## config.mk

```make
export PLATFORM = sky130hd
export DESIGN_NAME = ps2_kbd_rx
export DESIGN_NICKNAME = d
export VERILOG_FILES = /design/src/rtl/ps2_kbd_rx.sv
export SDC_FILE = /design/constraint.sdc
export NUM_CORES = 1
export LEC_CHECK = 0
export BUFFER_PORTS_ARGS = -buffer_cell sky130_fd_sc_hd__buf_2
export CELL_PAD_IN_SITES_DETAIL_PLACEMENT = 0
export CELL_PAD_IN_SITES_GLOBAL_PLACEMENT = 1
export CORE_ASPECT_RATIO = 1.5
export CORE_MARGIN = 4
export CORE_UTILIZATION = 50
export CTS_CLUSTER_DIAMETER = 40
export DETAILED_ROUTE_END_ITERATION = 6
export MAX_ROUTING_LAYER = met4
export PLACE_DENSITY = 0.77
export SETUP_SLACK_MARGIN = 0.2
export SYNTH_ARGS = -nofsm -noshare
export SYNTH_HDL_FRONTEND = slang
export SYNTH_SLANG_ARGS = --single-unit
export TNS_END_PERCENT = 30
```

## constraint.sdc

```tcl
create_clock -name sys_clk -period 3.2 [get_ports sys_clk]
set_input_delay 0.48 -clock sys_clk [delete_from_list [all_inputs] [get_ports sys_clk]]
set_output_delay 0.48 -clock sys_clk [all_outputs]
set_load 0.1 [all_outputs]
```

## src/rtl/ps2_kbd_rx.sv

```systemverilog
// PS/2 keyboard receiver: synchronizes ps2_clk/ps2_data, assembles 11-bit frames,
// checks framing/odd parity and queues good scan-code bytes in a show-ahead FIFO.
module ps2_kbd_rx #(
    parameter int unsigned FIFO_DEPTH = 8,
    parameter int unsigned FIFO_AW    = 3,
    parameter int unsigned TIMEOUT    = 50000
) (
    input  logic       sys_clk,
    input  logic       sys_rst_n,
    input  logic       ps2_clk,
    input  logic       ps2_data,
    input  logic       rd_en,
    output logic [7:0] data,
    output logic       valid,
    output logic       overflow,
    output logic       frame_err
);

    localparam int unsigned IW = $clog2(TIMEOUT + 1);
    localparam int unsigned PW = FIFO_AW + 1;

    logic [2:0]    ps2c_q;
    logic [1:0]    ps2d_q;
    logic [3:0]    cnt_q, cnt_d;
    logic [9:0]    shift_q, shift_d;
    logic [IW-1:0] idle_q, idle_d;
    logic [PW-1:0] wp_q, rp_q;
    logic [7:0]    mem_q [FIFO_DEPTH];
    logic          overflow_q, ferr_q;

    logic fall, sbit, frame_done, frame_good;
    logic empty, full, wr_req, rd_do, wr_do;

    // Oldest two clock stages going 1 -> 0 marks a falling edge.
    assign fall = ps2c_q[2] & ~ps2c_q[1];
    assign sbit = ps2d_q[1];

    always_ff @(posedge sys_clk or negedge sys_rst_n) begin
        if (!sys_rst_n) begin
            ps2c_q <= 3'b111;
            ps2d_q <= 2'b11;
        end else begin
            ps2c_q <= {ps2c_q[1:0], ps2_clk};
            ps2d_q <= {ps2d_q[0], ps2_data};
        end
    end

    // Bit counter, shift buffer and partial-frame timeout.
    always_comb begin
        cnt_d      = cnt_q;
        shift_d    = shift_q;
        idle_d     = idle_q;
        frame_done = 1'b0;
        if (fall) begin
            idle_d = '0;
            if (cnt_q == 4'd10) begin
                cnt_d      = 4'd0;
                frame_done = 1'b1;
            end else begin
                shift_d[cnt_q] = sbit;
                cnt_d          = cnt_q + 4'd1;
            end
        end else if (cnt_q != 4'd0) begin
            if (idle_q == IW'(TIMEOUT)) begin
                cnt_d  = 4'd0;
                idle_d = '0;
            end else begin
                idle_d = idle_q + IW'(1);
            end
        end else begin
            idle_d = '0;
        end
    end

    always_ff @(posedge sys_clk or negedge sys_rst_n) begin
        if (!sys_rst_n) begin
            cnt_q   <= 4'd0;
            shift_q <= 10'd0;
            idle_q  <= '0;
        end else begin
            cnt_q   <= cnt_d;
            shift_q <= shift_d;
            idle_q  <= idle_d;
        end
    end

    // shift_q holds start at [0], d0..d7 at [8:1], parity at [9].
    assign frame_good = ~shift_q[0] & sbit & (^shift_q[9:1]);

    assign empty  = (wp_q == rp_q);
    assign full   = (wp_q[FIFO_AW] != rp_q[FIFO_AW]) &&
                    (wp_q[FIFO_AW-1:0] == rp_q[FIFO_AW-1:0]);
    assign wr_req = frame_done & frame_good;
    assign rd_do  = rd_en & ~empty;
    // A pop in the same cycle frees the slot the incoming byte lands in.
    assign wr_do  = wr_req & (~full | rd_do);

    always_ff @(posedge sys_clk or negedge sys_rst_n) begin
        if (!sys_rst_n) begin
            wp_q       <= '0;
            rp_q       <= '0;
            overflow_q <= 1'b0;
            ferr_q     <= 1'b0;
            for (int i = 0; i < int'(FIFO_DEPTH); i++) begin
                mem_q[i] <= 8'h00;
            end
        end else begin
            if (wr_do) begin
                mem_q[wp_q[FIFO_AW-1:0]] <= shift_q[8:1];
                wp_q                     <= wp_q + PW'(1);
            end
            if (rd_do) begin
                rp_q <= rp_q + PW'(1);
            end
            overflow_q <= overflow_q | (wr_req & full & ~rd_do);
            ferr_q     <= frame_done & ~frame_good;
        end
    end

    assign data      = mem_q[rp_q[FIFO_AW-1:0]];
    assign valid     = ~empty;
    assign overflow  = overflow_q;
    assign frame_err = ferr_q;

endmodule
```

; ---- Word-level counts from Yosys, hierarchy flattened
; Index checks and enable logic that the tools add are counted.
[op_classes]
muxes = 18
bitwise = 20
order_cmp = 5
addsub = 4
n_eq_ne = 5
reduce_logical = 9
[op_table]
columns = operator, count
row1 = $bwmux W64, 1
row2 = $mux W16, 3
row3 = $bmux W8 S3, 1
row4 = $demux W8 S3, 1
row5 = $mux W8, 3
row6 = $add A16 B1 Y16 const B, 1
row7 = $eq A16 B16 Y1 const B, 1
row8 = $mux W4, 4
row9 = $add A4 B1 Y4 const B, 3
row10 = $bwmux W10, 1
row11 = $and A1 B1 Y1, 9
row12 = $reduce_xor A9 Y1, 1
row13 = $ge A4 B4 Y1 const B, 2
row14 = $not A3 Y4, 2
row15 = $not A1 Y1, 7
row16 = $lt A4 B5 Y1 const B, 1
row17 = $demux W1 S4, 1
row18 = $eq A4 B4 Y1, 1
row19 = $eq A4 B4 Y1 const B, 1
row20 = $ge A4 B1 Y1 const B, 1
row21 = $lt A4 B1 Y1 const B, 1
row22 = $reduce_and A2 Y1, 2
row23 = $reduce_bool A2 Y1, 2
row24 = $reduce_bool A4 Y1, 1
row25 = 5 further kinds, 10
[word_totals]
elab_cells = 78
inputBits = 5
reg_bits = 109
output_inout_bits = 11

; ---- Longest topological paths before layout
; Gate-level depths: netlist of run 1.
[logic_depth]
depth_word = 7
ltp_mapped = 8
ltp_nobuf = 7

; ---- Worst setup path after synthesis of run 1
; No wires, ideal clock.
[synth_path]
kind = register -> register
startpoint = register wp_q[0]
endpoint = register rp_q[1]
arrival_time_ps = 2585
synth_period_minus_slack_ps = 2709
path_slack_ps = 491
path_buffers = 1
path_stages_with_launch = 6
required_time_ps = 3075
setup_time_ps = 125
path_cell_list = dfrtp_1 buf_2 xnor2_1 nand4_1 and2_1 mux2_2
[synth_between]
elab_chain_cells = 3
[synth_rtl]
columns = item, line_no
row1 = from (decl), 27  ; logic [PW-1:0] wp_q, rp_q;
row2 = from (signal assigned), 110  ; wp_q <= wp_q + PW'(1);
row3 = $eq A4 B4 Y1, 90  ; assign empty = (wp_q == rp_q);
row4 = $not A1 Y1, n/a
row5 = via valid, 14  ; output logic valid,
row6 = $and A1 B1 Y1, 94  ; assign rd_do = rd_en & ~empty;
row7 = to (signal assigned), 113  ; rp_q <= rp_q + PW'(1);
row8 = to (decl), 27
; The timed path passes the listed nets, and every way through them passes these cells.
; A chain may end at the register's enable or synchronous reset.

; ---- Worst setup path in the final report of run 1
[layout_path]
startpoint = register rp_q[0]
endpoint = output data[0]
[layout_between]
elab_chain_cells = 4
[layout_rtl]
columns = item, line_no
row1 = $not A3 Y4 (not written as such), 120  ; assign data = mem_q[rp_q[FIFO_AW-1:0]];
row2 = $bmux W8 S3, 120
row3 = $mux W8 (not written as such) (2 in a row), 120
row4 = to (decl), 13  ; output logic [7:0] data,
; No other way between the ends. The select of a mux whose other input is x is not followed.

==> results by group, run 1 <==
Worst setup path
  – CP Buf/Inv Count: 2
  – Crit-path cells: buf_4 -> mux4_2 -> mux2_2 -> buf_2
  – Worst Path Required: 2720 ps
  – Family with the most delay on the worst path: multiplexers
  – Worst-path fanout max: 10
  – Max incr delay on CP: about 540 ps
  – Crit path kind: register to output pin
  – WP depth: 4
  – Crit path arrival time: around 2200 ps
  – Crit end category: output pin
  – Slowest-stage cell, CP: mux4_2
  – CP Launch Type: register
  – R2R cell count: 6

Routing
  – Via Count: 2,964
  – 1st-pass router iterations: 4
  – Initial DRC count: 142
  – Routed wire length: 9726 microns
  – Routed wire per std cell: 17.88 microns
  – Vias per inst: approximately 5.4
  – DR DRC count: 0
  – ANT nets after route: 0

Layout
  – Antenna cells: 0
  – Fin util: 0.5681
  – Share of layout cells above drive strength 1: 0.3846
  – Fillers: approximately 850
  – Area Growth Syn to Fin: 9.983%
  – Nets: 407

Synthesis
  – Adder-Cell Fraction of Synth Area: 0.009508
  – Top cells by area, synth: dfrtp_1 (49%), mux2_2 (18%), mux4_2 (6.8%)
  – Syn Nets: between 300 and 400
  – Synth Area in Compound Gates: 0.05063
  – Synthesized area per cell: about 14 sq um
  – Post-synthesis sequential area ratio: 0.5194
  – Synth Flop Type: dfrtp_1
  – Mux share of post-synthesis cell area: 0.2501
  – Synth unique cells: 45
  – Synth Register Bits: 109
  – EDFF count, synth: 0
  – Largest family of logic cells by synthesized area: multiplexers
  – Ys Warns: 0
  – Share of flip-flops with an asynchronous set or reset: 1.000
  – Synthesized area: about 5300 sq um
  – Yosys top cell by area: dfrtp_1
  – Post-Synth Simple-Gate Area: 0.08581
  – XOR/XNOR Fraction of Synth Area: 0.05515
  – Share of the synthesized area in the top cell type: 0.4944
  – Post-synthesis cell count: 388

CTS
  – # hold bufs at CTS: 0
  – CTS Root Cell: clkbuf_16
  – Post-CTS setup buffer count: 0
  – Clock transition at path regs: 70 ps
  – Total clock sinks: 109
  – Clock Latency Late Sink: 340 ps
  – Post_cts resized: 0
  – H-tree Lvls: 3
  – Bufs on Longest Clock Path: 2
  – Num CTS Buffers: 9
  – CTS tree: yes

Timing
  – Final Hold Viols: 0
  – Hold_ws: 188.4 ps
  – Final setup viols: 0
  – Period minus WS final: 2688 ps
  – RSZ-0062 raised after global routing: false
  – Fmax: 372.0 MHz
  – Skew final: 5.846 ps
  – Final slew viol count: 0
  – Worst-margin pin slew: between 700 and 800 ps
  – Slew HR: 0.5294
  – Final WS setup: 511.9 ps
  – Final period util: 0.8400
  – Setup TNS: 0 ps

Global routing
  – First-pass GRT wire length: 16,480 microns
  – Initial antenna violation count: 0
  – Largest net degree at the start of global routing: 55
  – Gr usage total: 0.1789
  – Vias in the first global route: around 3.1k
  – Total global routing overflow: 0

Place
  – Setup slack at placement: 666.8 ps
  – IO buf count: 15
  – RePlAce Congestion: approximately 0.8
  – Hpwl dp: just under 7000 microns

Power
  – Maximum VDD drop: 0.0003634 V
  – Static Leak: between 2 and 3 nW
  – PwrDens: 651.2 nW/um^2
  – Overall Power: 3.770 mW

Die
  – Die height: 133.7 microns
  – Core box area: between 10,000 and 15,000 sq um
  – Top-level I/O count: 16
  – Initial Utilization: 0.5165
  – Placement Rows: 45
  – Die X: between 90 and 100 microns
  – Die area: 12,270 sq um

Run status
  – Run status: finished clean

Job
  – Max-cap violation count: 0

Hold path
  – Hold WC Path Type: primary input to async pin
report_power, final:
| group | total [mW] | internal (mW) | switching, mW |
|---|---|---|---|
| clock network | 1.19 | 0.714 | 0.475 |
| registers | 1.73 | 1.49 | 0.235 |
| logic | 0.852 | 0.404 | 0.449 |
Yosys cell counts (3+ instances only):
cell / instances
nor3_1: 6
nand4_1: 5
xor2_1: 10
nor4_1: 3
buf_4: 3
nand3_1: 12
o21ai_0: 5
mux4_2: 16
inv_1: 6
nor2_1: 30
o21ai_4: 4
nand2_1: 18
mux2_2: 84
buf_2: 6
ha_1: 4
xnor2_1: 18
nor2b_1: 3
dfstp_2: 5
buf_6: 3
clkbuf_1: 10
dfrtp_1: 104
per-layer routing:
layer | up-vias | part of all wire | global-route usage
li1 | 1406 | - | -
met1 | 1522 | 0.43 | 0.2195
met2 | 28 | 0.53 | 0.2985
met3 | 8 | 0.021 | 0.03672
met4 | 0 | 0.013 | 0.05455
met5 | - | 0 | -
cell type report:
class | count | area, sq um | share of cell area
Clock inverter | 2 | 37.54 | 0.006484
Clock buffer | 14 | 294.0 | 0.05079
Timing Repair Buffer | 23 | 150.1 | 0.02593
Sequential cell | 109 | 2734 | 0.4722
Tap cell | 141 | 176.4 | 0.03047
Multi-Input combinational cell | 249 | 2375 | 0.4102
Inverter | 6 | 22.52 | 0.003890
metrics by stage:
stage	instance area (sq um)	instances
after floorplan	5264	388
after global placement	5458	528
after detailed placement	5458	528
after CTS	5789	544
after global routing	5789	544
final	5789	544
path summary, 6_finish.rpt:
path / startpoint / slack, ps / to
max: rp_q[0]$_DFFE_PN0P_ / 510 / data[0]
min: sys_rst_n / 190 / mem_q[36]$_DFFE_PN0P_
max reg2reg: wp_q[0]$_DFFE_PN0P_ / 640 / mem_q[2]$_DFFE_PN0P_
min reg2reg: ps2d_q[0]$_DFF_PN1_ / 360 / ps2d_q[1]$_DFF_PN1_
max in group asynchronous: sys_rst_n / 2220 / ps2c_q[1]$_DFF_PN1_
min in group sys_clk: ps2_data / 230 / ps2d_q[0]$_DFF_PN1_
registers in the layout, indices dropped and copies added (netlist names):
register   cells
mem_q         64
idle_q        16
frame_err      1
cnt_q          4
wp_q           4
rp_q           4
overflow       1
shift_q       10
ps2d_q         2
ps2c_q         3
cell families after synthesis:
family | after synthesis
flip-flops | 109
multiplexers | 101
AND/OR/NAND/NOR | 91
XOR/XNOR | 30
buffers and inverters | 30
AO/OA/AOI/OAI | 23
adder cells (fa/ha/maj) | 4
cell usage in the layout (no fill, tap or decap), types with 5 or more instances in the layout:
cell type	n
inv_1	6
nand2_1	18
mux4_2	16
clkbuf_16	9
xor2_1	10
xnor2_1	18
mux2_2	84
buf_2	14
nand4_1	5
o21ai_0	5
dfrtp_1	104
clkbuf_8	5
nor3_1	6
dfstp_2	5
nor2_1	30
nand3_1	12
buf_4	8
(Power assumes the default switching activity.)
==> run 2: changes to the inputs <==
ABC_AREA = 1   (was not set)
CORE_UTILIZATION = 43   (was 50)
PLACE_DENSITY = 0.76   (was 0.77)
clock period = 2.25 ns   (was 3.2 ns; I/O delays follow)
==> results by group, run 2 <==
Run status
  – Run status: finished with violations
  – Failing checks: hold timing

Layout
  – Fin cells: 929
  – Share of layout cells above drive strength 1: 0.2221
  – Area Growth Syn to Fin: 24.85%
  – Commonest non-fill, non-tap cell in the layout: nand2_1
  – Fin util: 0.5510
  – Largest regs: mem_q (64), idle_q (16), shift_q (10)
  – Top reg by flops: mem_q
  – Nets: between 700 and 800
  – Register area: 2736 sq um
  – Cell area after layout: 7173 sq um
  – Most frequent cells in the layout: nand2_1 (215), dfrtp_1 (102), nor2_1 (78)
  – Antenna cells: 0
  – Largest register FFs: 64
  – Fillers: between 1k and 1.5k
  – Multi-input logic area: about 2800 sq um

Routing
  – Via Count: 5,177
  – DR DRC count: 0
  – 1st-pass router iterations: 5
  – Initial DRC count: between 200 and 300
  – Vias per inst: 5.573
  – ANT nets after route: 0
  – Routed wire length: 16,220 microns
  – Routed wire per std cell: 17.46 microns

Power
  – PwrDens: 1233 nW/um^2
  – Maximum VDD drop: 0.0005496 V
  – Static Leak: 3.465 nW

Worst setup path
  – Crit path kind: register to output pin
  – Reg2Reg Setup Slack: 140 ps
  – Slowest-stage cell, CP: dfrtp_2
  – CP Launch Type: register
  – Reg2reg end: mem_q[55]$_DFFE_PN0P_
  – Reg2reg start: rp_q[1]$_DFFE_PN0P_
  – Family with the most delay on the worst path: buffers and inverters
  – Worst-path fanout max: 6
  – Max incr delay on CP: roughly 460 ps
  – Worst Path Required: 1910 ps
  – R2R cell count: 10
  – Crit end category: output pin
  – Crit path arrival time: 1850 ps
  – CP Buf/Inv Count: 3
  – Crit-path cells: clkinvlp_4 -> buf_6 -> o21ai_2 -> o22ai_2 -> nor2_2 -> a31oi_4 -> buf_12
  – Setup crit start: rp_q[1]$_DFFE_PN0P_

Synthesis
  – Share of flip-flops with an asynchronous set or reset: 1.000
  – Yosys top cell by area: dfrtp_1
  – Synth Flop Type: dfrtp_1
  – Top cells by area, synth: dfrtp_1 (45%), nand2_1 (14%), nand4_1 (7.5%)
  – Synthesized area per cell: between 8 and 9 sq um
  – Top-count cell post-synth: nand2_1
  – Post-synthesis sequential area ratio: 0.4758
  – Synthesized area: ~5700 sq um
  – Syn Nets: just over 700
  – Post-synth top cells: nand2_1 (217), dfrtp_1 (104), nor2_1 (88), nand4_1 (69), o21ai_0 (55)
  – EDFF count, synth: 0
  – Post-synthesis cell count: 716
  – Share of the synthesized area in the top cell type: 0.4530
  – Synth Register Bits: 109
  – Ys Warns: 0
  – Synth unique cells: 35

Hold path
  – Hold WC Path Type: primary input to async pin

Timing
  – Final Hold Viols: 1
  – Worst-margin pin slew: 611.2 ps
  – Final WS setup: between 60 and 70 ps
  – Slew HR: 0.5926
  – RSZ-0062 raised after global routing: true
  – Final slew viol count: 0
  – Fmax: 457.0 MHz
  – Period minus WS final: 2188 ps
  – Final period util: 0.9725
  – Hold_ws: -1.719 ps
  – Final setup viols: 0
  – Skew final: between 10 and 15 ps

Die
  – Die height: 149.6 microns
  – Die area: 15,310 sq um
  – Top-level I/O count: 16
  – Core box area: 13,020 sq um
  – Placement Rows: 51
  – Initial Utilization: 0.4414
  – Die X: 102.4 microns

Job
  – Max-cap violation count: 0

CTS
  – CTS tree: yes
  – Num CTS Buffers: 9
  – Bufs on Longest Clock Path: 2
  – Clock Latency Late Sink: 350 ps
  – Total clock sinks: roughly 110
  – CTS Root Cell: clkbuf_16
  – H-tree Lvls: 3
  – Clock transition at path regs: around 70 ps

Global routing
  – Initial antenna violation count: 0
  – Gr usage total: 0.2291
  – First-pass GRT wire length: 26,420 microns
  – Vias in the first global route: 5,263
  – Largest net degree at the start of global routing: 45
  – Total global routing overflow: 0

Place
  – IO buf count: 15
  – Setup slack at placement: 109.6 ps
  – Placed Area: 6238 sq um
  – Hpwl dp: 10,620 microns
  – RePlAce Congestion: 0.8914
  – Placed insts: a little under 900
run 2: kinds of logic (layout without fill, tap and decap cells):
family | count (synthesis) | after routing | synth area share
AOI/OAI and AO/OA | 84 | 84 | 0.07905
xor gates and xnor gates | 9 | 9 | 0.01372
adders and majority gates | 4 | 4 | 0.008711
buffers and inverters | 85 | 138 | 0.08253
DFF | 109 | 109 | 0.4758
and+or+nand+nor | 425 | 426 | 0.3402
run 2: report_power, final:
| group | switching [mW] | leakage, nW | total [mW] | internal [mW] |
|---|---|---|---|---|
| Combinational | 3.06 | 1.86 | 4.95 | 1.89 |
| Sequential | 0.200 | 1.47 | 2.34 | 2.14 |
| Clock | 0.785 | 0.136 | 1.56 | 0.776 |
run 2: layout make-up:
| class | instances | share of cell area |
|---|---|---|
| Clock buffer | 9 | 0.03140 |
| Sequential cell | 109 | 0.3815 |
| Tap cell | 159 | 0.02773 |
| Inverter | 46 | 0.02529 |
| Timing Repair inverter | 1 | 0.001047 |
| Multi-Input combinational cell | 523 | 0.3970 |
| Timing Repair Buffer | 75 | 0.1268 |
| Clock inverter | 7 | 0.009245 |
run 2: routing by layer:
metal | global-route usage | up-vias | routed length (microns)
met5 | - | - | 0
met4 | 0.1051 | 0 | 597
met3 | 0.02752 | 41 | 572
met2 | 0.4023 | 115 | 8767
met1 | 0.2558 | 2535 | 6279
li1 | - | 2486 | -
run 2: worst reg2reg max path: stages, from the launching register on:
cell and delay [ps]:
dfrtp_2 440, clkinvlp_4 230, buf_6 190, nand2_2 40, nand4_1 90, a21oi_2 170, nand2_2 250, buf_12 280
nand3_2 220, nand2_1 80, nand2_1 60
run 2: stage by stage:
stage	TNS, ps	power (mW)
6_report	0	8.848
2_1_floorplan	0	5.081
4_1_cts	0	8.619
3_5_place_dp	0	6.096
3_3_place_gp	0	6.061
5_1_grt	-7.658	9.280
run 2: how the worst max path moves through the flow:
stage	endpoint	slack, ps	cells after the start
2_1_floorplan	data[6]	60	7
3_3_place_gp	data[4]	120	6
3_5_place_dp	data[4]	110	6
4_1_cts	data[2]	50	8
5_1_grt	valid	-8	7
6_report	data[7]	60	7
run 2: repair_timing:
item	CTS	global route
gates cloned	5	1
setup endpoints to repair	17	80
buffers inserted	11	7
hold buffers	0	0
resized for setup	74	40
pin swaps	15	21
==> run 3: changes to the inputs <==
SETUP_SLACK_MARGIN = 0.1   (was 0.2)
==> results by group, run 3 (synthesis results as in run 2) <==
Hold path
  – Hold WC Path Type: primary input to async pin

Layout
  – Fillers: 1,282
  – Fin util: 0.5096
  – Share of layout cells above drive strength 1: 0.1691
  – Most frequent cells in the layout: nand2_1 (217), dfrtp_1 (101), nor2_1 (83)
  – Antenna cells: 0
  – Largest regs: mem_q (64), idle_q (16), shift_q (10)
  – Nets: around 760
  – Commonest non-fill, non-tap cell in the layout: nand2_1
  – Area Growth Syn to Fin: 15.46%
  – Largest register FFs: between 60 and 70
  – Top reg by flops: mem_q

Timing
  – Period minus WS final: 2154 ps
  – Final slew viol count: 0
  – RSZ-0062 raised after global routing: true
  – Final setup viols: 0
  – Fmax: 464.3 MHz
  – Skew final: 5.940 ps
  – Worst-margin pin slew: 657.8 ps
  – Final period util: 0.9573
  – Final Hold Viols: 0
  – Slew HR: 0.5614
  – Final WS setup: 96.06 ps

Routing
  – ANT nets after route: 0
  – Met1 Wirelength: roughly 6400 microns
  – Routed wire per std cell: 17.18 microns
  – Vias per inst: approximately 5.4
  – 1st-pass router iterations: 5
  – Routed wire length: 15,630 microns
  – Met3 WL: 397 microns
  – Initial DRC count: 238
  – Top Metal Used: met4
  – DR DRC count: 0
  – Met2 WL post-DR: ~8400 microns
  – Via Count: slightly below 5k

Worst setup path
  – Worst-path fanout max: 13
  – Crit end category: output pin
  – Worst Path Required: 1910 ps
  – CP Launch Type: register
  – Crit path arrival time: between 1500 and 2000 ps
  – Crit path kind: register to output pin

CTS
  – Clock transition at path regs: 70 ps
  – CTS tree: yes
  – Total clock sinks: 109
  – Num CTS Buffers: 9
  – # hold bufs at CTS: 0
  – CTS Root Cell: clkbuf_16
  – H-tree Lvls: 3
  – Bufs on Longest Clock Path: 2
  – Clock Latency Late Sink: 350 ps

Die
  – Placement Rows: 51
  – Die X: 102.4 microns
  – Top-level I/O count: 16
  – Die area: 15,310 sq um
  – Initial Utilization: 0.4414
  – Die height: around 150 microns
  – Core box area: between 10,000 and 15,000 sq um

Global routing
  – Initial antenna violation count: 0
  – First-pass GRT wire length: 24,900 microns
  – Gr usage total: 0.2172
  – Largest net degree at the start of global routing: 45
  – Vias in the first global route: between 4k and 5k
  – Total global routing overflow: 0

Place
  – Setup slack at placement: 171.2 ps
  – Hpwl dp: 10,980 microns
  – IO buf count: 15
  – RePlAce Congestion: 0.9396

Power
  – PwrDens: 1194 nW/um^2
  – Maximum VDD drop: roughly 0.00061 V
  – Static Leak: 3.275 nW

Run status
  – Run status: finished clean

Job
  – Max-cap violation count: 0
[run 3: cell count changes in the layout (fill, tap and decap cells not counted), moves of 6 or more]
cell     change
a31oi_2      +6
a31oi_4      -6
buf_12      -13
buf_4        -7
buf_6        +6
o21ai_0     +19
o21ai_1      -6
o21ai_2      -7
o21ai_4      -6
[run 3: critical path, cell delays in order (launching register included)]
cell and delay (ps):
dfrtp_2 440, clkinv_4 110, buf_12 160, o21ai_0 420
a31oi_4 140, buf_8 190
[run 3: stage by stage]
stage               power, mW  setup TNS (ps)  hold WS, ps  instance area, sq um  instances
floorplan               4.946           -1277        41.91                  5813        716
global placement        5.754               0        345.3                  6103        888
detailed placement      5.802               0        347.6                  6103        888
CTS                     7.693               0        37.18                  6487        906
global route            8.334               0        54.21                  6634        910
finish                  7.924               0        9.418                  6634        910
[run 3: path summary, 6_finish.rpt]
path / start / endpoint / slack (ps) / depth (start not counted)
min in group sys_clk: ps2_data / ps2d_q[0]$_DFF_PN1_ / 80 / 1
worst max-delay path: rp_q[0]$_DFFE_PN0P_ / data[0] / 100 / 5
worst min-delay path: sys_rst_n / mem_q[30]$_DFFE_PN0P_ / 9 / 1
worst max register to register: cnt_q[0]$_DFFE_PN0P_ / mem_q[57]$_DFFE_PN0P_ / 240 / 11
worst min register to register: ps2c_q[0]$_DFF_PN1_ / ps2c_q[1]$_DFF_PN1_ / 360 / 0
max in group asynchronous: sys_rst_n / ps2c_q[0]$_DFF_PN1_ / 1560 / 2
[run 3: timing repair]
item / in CTS / in global routing
pin swaps: 0 / 8
setup endpoints to repair: 9 / 57
cloned: 0 / 2
gates resized for setup: 21 / 39
setup buffers: 2 / 2
[run 3: layout make-up]
class | count | area, sq um | share of cell area
flip-flops and latches | 109 | 2738 | 0.4127
multi-input cells | 522 | 2636 | 0.3974
repair buffers | 57 | 564.3 | 0.08506
clock buffers | 10 | 239.0 | 0.03602
well taps | 159 | 198.9 | 0.02999
inverters | 46 | 181.4 | 0.02735
clock inverters | 6 | 68.82 | 0.01037
repair inverters | 1 | 7.507 | 0.001132
[run 3: power by group]
group          switching (mW)  internal, mW  leakage, nW  total, mW
clock network           0.748         0.905        0.150       1.65
registers               0.211          2.14         1.47       2.35
logic                    2.67          1.24         1.66       3.92
total                    3.63          4.29         3.27       7.92
[run 3: metal layers]
| layer | global-route usage | up-vias |
|---|---|---|
| li1 | - | 2448 |
| met1 | 0.2485 | 2397 |
| met2 | 0.3747 | 73 |
| met3 | 0.03032 | 21 |
| met4 | 0.09389 | 0 |
| met5 | - | - |
